## src/rtl/trisc_pkg.sv

```systemverilog
// trisc_pkg: shared definitions for the T-RISC data RAM arbiter.
//   - arb_state_t : arbiter state encoding (IDLE, RD_WAIT)
//   - TRISC_AW/DW : default RAM address / data widths
//   - DRAMAX      : highest data RAM word address
package trisc_pkg;

  localparam int TRISC_AW = 12;
  localparam int TRISC_DW = 32;
  localparam int DRAMAX   = 4095;

  typedef enum logic {
    IDLE    = 1'b0,
    RD_WAIT = 1'b1
  } arb_state_t;

endpackage

```

## src/rtl/trisc_arb_starve.sv

```systemverilog
// trisc_arb_starve: host starvation guard for trisc_dram_arb.
// Counts consecutive cycles in which a valid host request is refused and
// raises a registered hold once the count reaches STARVE_MAX.
// Ports:
//   clk          in   system clock
//   reset        in   asynchronous, active-low reset
//   i_wait       in   host request pending but refused this cycle (IDLE only)
//   i_grant      in   host request accepted this cycle
//   i_host_valid in   host request valid
//   o_hold       out  freeze request for the CPU (registered)
module trisc_arb_starve #(
  parameter int STARVE_MAX = 15
) (
  input  logic clk,
  input  logic reset,
  input  logic i_wait,
  input  logic i_grant,
  input  logic i_host_valid,
  output logic o_hold
);

  localparam int CW = (STARVE_MAX < 2) ? 1 : $clog2(STARVE_MAX + 1);
  localparam logic [CW-1:0] CMAX = CW'(STARVE_MAX);

  logic [CW-1:0] r_cnt;
  logic [CW-1:0] w_cnt_nxt;
  logic          r_hold;
  logic          w_hold_nxt;

  always_comb begin
    w_cnt_nxt  = r_cnt;
    w_hold_nxt = r_hold;
    // A withdrawn host request also releases the hold so the CPU can
    // never be left frozen with nobody waiting for the RAM.
    if (i_grant || !i_host_valid) begin
      w_cnt_nxt  = '0;
      w_hold_nxt = 1'b0;
    end else begin
      if (i_wait && (r_cnt != CMAX)) begin
        w_cnt_nxt = r_cnt + CW'(1);
      end
      // Hold is raised at the same edge the counter reaches the limit, so
      // it is visible in the cycle after the STARVE_MAX-th refusal.
      if (w_cnt_nxt == CMAX) begin
        w_hold_nxt = 1'b1;
      end
    end
  end

  always_ff @(posedge clk or negedge reset) begin
    if (!reset) begin
      r_cnt  <= '0;
      r_hold <= 1'b0;
    end else begin
      r_cnt  <= w_cnt_nxt;
      r_hold <= w_hold_nxt;
    end
  end

  assign o_hold = r_hold;

endmodule

```

## src/rtl/trisc_dram_arb.sv

```systemverilog
// trisc_dram_arb: shares the single-port T-RISC data RAM between the CPU
// load/store path (fixed priority, never stalls) and a host valid/ready port.
// Optional starvation guard compiled in with macro TRISC_ARB_STARVE_EN.
// Ports:
//   clk, reset                    clock; asynchronous active-low reset
//   cpu_req/we/addr/wdata   in    CPU RAM access
//   cpu_rdata               out   ram_q passthrough
//   host_valid/we/addr/wdata in   host request channel
//   host_ready              out   host request accepted (combinational)
//   host_rvalid/rdata       out   registered host read response (1-cycle pulse)
//   cpu_hold                out   CPU freeze request (registered, 0 without guard)
//   ram_addr/data/we        out   to RAM
//   ram_q                   in    RAM registered read data
module trisc_dram_arb
  import trisc_pkg::*;
#(
  parameter int AW         = TRISC_AW,
  parameter int DW         = TRISC_DW,
  parameter int STARVE_MAX = 15
) (
  input  logic          clk,
  input  logic          reset,
  input  logic          cpu_req,
  input  logic          cpu_we,
  input  logic [AW-1:0] cpu_addr,
  input  logic [DW-1:0] cpu_wdata,
  output logic [DW-1:0] cpu_rdata,
  input  logic          host_valid,
  input  logic          host_we,
  input  logic [AW-1:0] host_addr,
  input  logic [DW-1:0] host_wdata,
  output logic          host_ready,
  output logic          host_rvalid,
  output logic [DW-1:0] host_rdata,
  output logic          cpu_hold,
  output logic [AW-1:0] ram_addr,
  output logic [DW-1:0] ram_data,
  output logic          ram_we,
  input  logic [DW-1:0] ram_q
);

  arb_state_t    r_state;
  arb_state_t    w_state_nxt;
  logic          w_host_ready;
  logic          w_hold;
  logic          r_rvalid;
  logic [DW-1:0] r_rdata;

`ifdef TRISC_ARB_STARVE_EN
  logic w_wait;

  assign w_wait = (r_state == IDLE) & host_valid & ~w_host_ready;

  trisc_arb_starve #(
    .STARVE_MAX (STARVE_MAX)
  ) u_starve (
    .clk          (clk),
    .reset        (reset),
    .i_wait       (w_wait),
    .i_grant      (w_host_ready),
    .i_host_valid (host_valid),
    .o_hold       (w_hold)
  );
`else
  logic w_unused_starve;

  assign w_unused_starve = (STARVE_MAX == 0);
  assign w_hold          = 1'b0;
`endif

  // Host is granted only in IDLE; the CPU wins any contention unless held.
  always_comb begin
    w_host_ready = 1'b0;
    if (r_state == IDLE) begin
      w_host_ready = host_valid & (~cpu_req | w_hold);
    end
  end

  always_comb begin
    w_state_nxt = r_state;
    case (r_state)
      IDLE:    if (w_host_ready && !host_we) w_state_nxt = RD_WAIT;
      RD_WAIT: w_state_nxt = IDLE;
    endcase
  end

  // ram_q during RD_WAIT carries the host address issued in the grant
  // cycle, even if the CPU drives a new read address in this cycle.
  always_ff @(posedge clk or negedge reset) begin
    if (!reset) begin
      r_state  <= IDLE;
      r_rvalid <= 1'b0;
      r_rdata  <= '0;
    end else begin
      r_state  <= w_state_nxt;
      r_rvalid <= (r_state == RD_WAIT);
      if (r_state == RD_WAIT) begin
        r_rdata <= ram_q;
      end
    end
  end

  assign ram_addr    = w_host_ready ? host_addr  : cpu_addr;
  assign ram_data    = w_host_ready ? host_wdata : cpu_wdata;
  assign ram_we      = w_host_ready ? host_we    : (cpu_req & cpu_we & ~w_hold);

  assign host_ready  = w_host_ready;
  assign host_rvalid = r_rvalid;
  assign host_rdata  = r_rdata;
  assign cpu_hold    = w_hold;
  assign cpu_rdata   = ram_q;

endmodule

```

## config.mk

```make
export PLATFORM = sky130hd
export DESIGN_NAME = trisc_dram_arb
export DESIGN_NICKNAME = d
export VERILOG_FILES = /design/src/rtl/trisc_pkg.sv /design/src/rtl/trisc_arb_starve.sv /design/src/rtl/trisc_dram_arb.sv
export SDC_FILE = /design/constraint.sdc
export NUM_CORES = 1
export LEC_CHECK = 0
export ABC_CLOCK_PERIOD_IN_PS = 2350
export BUFFER_PORTS_ARGS = -buffer_cell sky130_fd_sc_hd__clkbuf_2
export CAP_MARGIN = 20
export CORE_AREA = 4 4 90 92
export CTS_BUF_LIST = sky130_fd_sc_hd__clkbuf_16
export DETAILED_ROUTE_END_ITERATION = 10
export DIE_AREA = 0 0 94 96
export PLACE_DENSITY = 0.72
export REMOVE_ABC_BUFFERS = 1
export SYNTH_ARGS = -nofsm -noshare
export SYNTH_HDL_FRONTEND = slang
export SYNTH_SLANG_ARGS = --single-unit
```

## constraint.sdc

```tcl
create_clock -name clk -period 2.35 [get_ports clk]
set_clock_uncertainty 0.05 [all_clocks]
set_input_delay 0.1175 -clock clk [delete_from_list [all_inputs] [get_ports clk]]
set_output_delay 0.1175 -clock clk [all_outputs]
set_load 0.005 [all_outputs]
```

==> key figures <==
Status
  – Status: finished, final reports clean

Clocking
  – Number of CTS-inserted buffers: 5
  – Clock sink total: 34
  – Clock Path Buffers: 2
  – Root buffer cell: clkbuf_16
  – Setup bufs post-CTS: 0
  – CTS tree: built
  – Later-pin clock latency in the skew report: 270 ps
  – Number of H-tree levels: 2
  – CTS resizes: 0
  – Clock-pin slew on the worst setup and hold paths: 50 ps

Placed design
  – # placed instances: 454
  – Routability cong.: 0.899
  – Placed Area: 3230 um2
  – Dpl hpwl: 6.48 mm
  – IO Port Bufs: 236

Floorplan
  – Top-level I/O count: 238
  – Initial Util: 31.2%
  – Row count: 31
  – Die Y: 96 um
  – Core box area: 7210 um2
  – Die W: about 94 um
  – DIE AREA: 9020 um2

Power
  – Switching share of total power: 25.1%
  – Int Pwr: between 1 and 1.5 mW
  – Clock power share: 29.5%
  – VDD IR max: 0.188 mV
  – Tot Pwr: 1.96 mW
  – LEAKAGE: 1.92 nW
  – Comb power frac: 32.0%
  – Power Density: 579 nW/um2
  – Seq pwr share: between 30% and 40%
  – Sw Pwr: 0.492 mW

Worst setup path
  – Reg2Reg Setup Slack: around 970 ps
  – Setup CP Type: flip-flop to output pin
  – Crit path max fanout: 33
  – CP arrival: 1820 ps
  – Crit path required time: 2180 ps
  – Critical Path Sink Type: output pin
  – CP Launch Type: flip-flop

Job
  – Maxcap violations: 0

Finish
  – Share of layout cells above drive strength 1: 88.4%
  – Area Growth Syn to Fin: 50.1%
  – Fin area: 3380 um2
  – Most common cell after layout, fill and taps aside: clkbuf_2
  – Final net count: 490
  – Most frequent cells in the layout: 236 x clkbuf_2, 38 x mux2_4, 38 x mux2_2
  – Cell Count, Final, Fillers Out: 462
  – Fill cell count: 708
  – Antenna diode count: 0

Worst hold path
  – Hold/Removal Path Class: primary input to flip-flop

STA
  – Final min period: 1990 ps
  – Fin. Hold Viols: 0
  – Fin. max-slew vios: 0
  – Fin crit share: a little over four fifths
  – Fmax achieved: 503 MHz
  – Slew @ Worst Pin: 826 ps
  – RSZ-0062 raised after global routing: no
  – Slew HR: 44.9%
  – Setup violations, final: 0

Synthesis
  – Post-synthesis sequential area ratio: 37.8%
  – Post-Syn Instances: about 160
  – Syn_area_per_cell: 14.3 um2
  – Register bit total from synthesis: 34
  – Total of warnings raised by yosys: 0
  – Mapped Area: 2250 um2
  – Netlist cell types: 13

Global routing
  – GR Overflow Total: 0
  – First-pass GRT wire length: 10.4 mm
  – Via count of the first global-routing pass: 2084
  – Total track usage: between 10% and 20%
  – Largest net degree at the start of global routing: 35
  – Initial antenna violation count: 0

Routing
  – Routed WL: about 7.2 mm
  – Vias: 1942
  – # DRC: 0
  – Detail Route Antenna Nets: 0
  – DR WL/cell: 15.5 um
  – Vias/cell: 4.20
  – 1st-iter DRT viols: 21
  – Drt pass-1 iters: 3
## state kept, by name, summed over array words and instances (netlist names)
register     cells
host_rdata      32
host_rvalid      1
r_state          1
## final timing paths
check | from | to | depth (start not counted)
setup reg to reg | r_state | host_rdata[14] | 2
hold reg to reg | host_rdata[1] | host_rdata[1] | 1
setup / recovery | r_state | ram_addr[1] | 4
min in group asynchronous | reset | host_rdata[25] | 2
max in group asynchronous | reset | host_rdata[28] | 2
hold / removal | ram_q[25] | host_rdata[25] | 2
## cells by family (layout without fill, tap and decap cells)
kind of cell | count (synthesis) | in the layout | share of synthesized area (%)
AOI/OAI and AO/OA | 1 | 1 | 0.222
buffers and inverters | 42 | 247 | 16.2
DFF | 34 | 34 | 37.8
muxes | 76 | 76 | 44.3
other | 1 | 1 | 0.166
and+or+nand+nor | 4 | 4 | 1.33
## metrics by stage
| stage | setup TNS [ps] | hold WS, ps | utilization [%] | setup WS [ps] |
|---|---|---|---|---|
| detailed placement | 0 | 216 | 44.8 | 632 |
| global placement | 0 | 204 | 44.8 | 679 |
| finish | 0 | 41.5 | 46.9 | 360 |
| floorplan | -85520 | -228 | - | -1920 |
| CTS | 0 | 38.1 | 46.9 | 330 |
| global route | 0 | 43.2 | 46.9 | 266 |
## what timing repair did
action | 4_1_cts | 5_1_grt
hold buffers | 2 | 0
setup endpoints to repair | 0 | 0
endpoints found under the hold margin | 35 | 0
## metal layers
metal	vias up	wire length (um)	track usage, %
li1	931	-	-
met1	870	2310	15.4
met2	135	3940	28.8
met3	6	834	5.71
met4	0	92	4.57
met5	-	0	0
## critical path: stages, from the launching register on
cell	delay [ps]
dfrtp_1	400
nor3b_4	370
buf_12	290
mux2_2	360
clkbuf_2	110
## synthesized netlist by cell type
library cell	number	share of area [%]
buf_6	2	1.0
buf_4	33	11
buf_2	3	0.67
buf_12	4	3.6
o21ai_0	1	0.22
dfrtp_1	34	38
mux2_2	38	19
mux2_4	38	25
conb_1	1	0.17
nand3b_1	1	0.33
nand2_1	1	0.17
nor2b_1	1	0.28
nor3b_2	1	0.56
## power by group through the flow
stage	logic [mW]	clock network, mW	registers [mW]
after detailed placement	0.641	0	0.767
after global routing	0.685	0.628	0.776
after floorplan	0.246	0	0.783
after CTS	0.645	0.604	0.758
final	0.626	0.577	0.755
after global placement	0.630	0	0.761
## layout make-up
cell class	count	area [um2]	area share, %
repair buffers	241	1240	36.5
multi-input cells	82	1040	30.8
flip-flops and latches	34	851	25.1
clock buffers	5	125	3.70
well taps	99	124	3.66
clock inverters	1	3.75	0.111
Power figures use the tool's default switching activity.
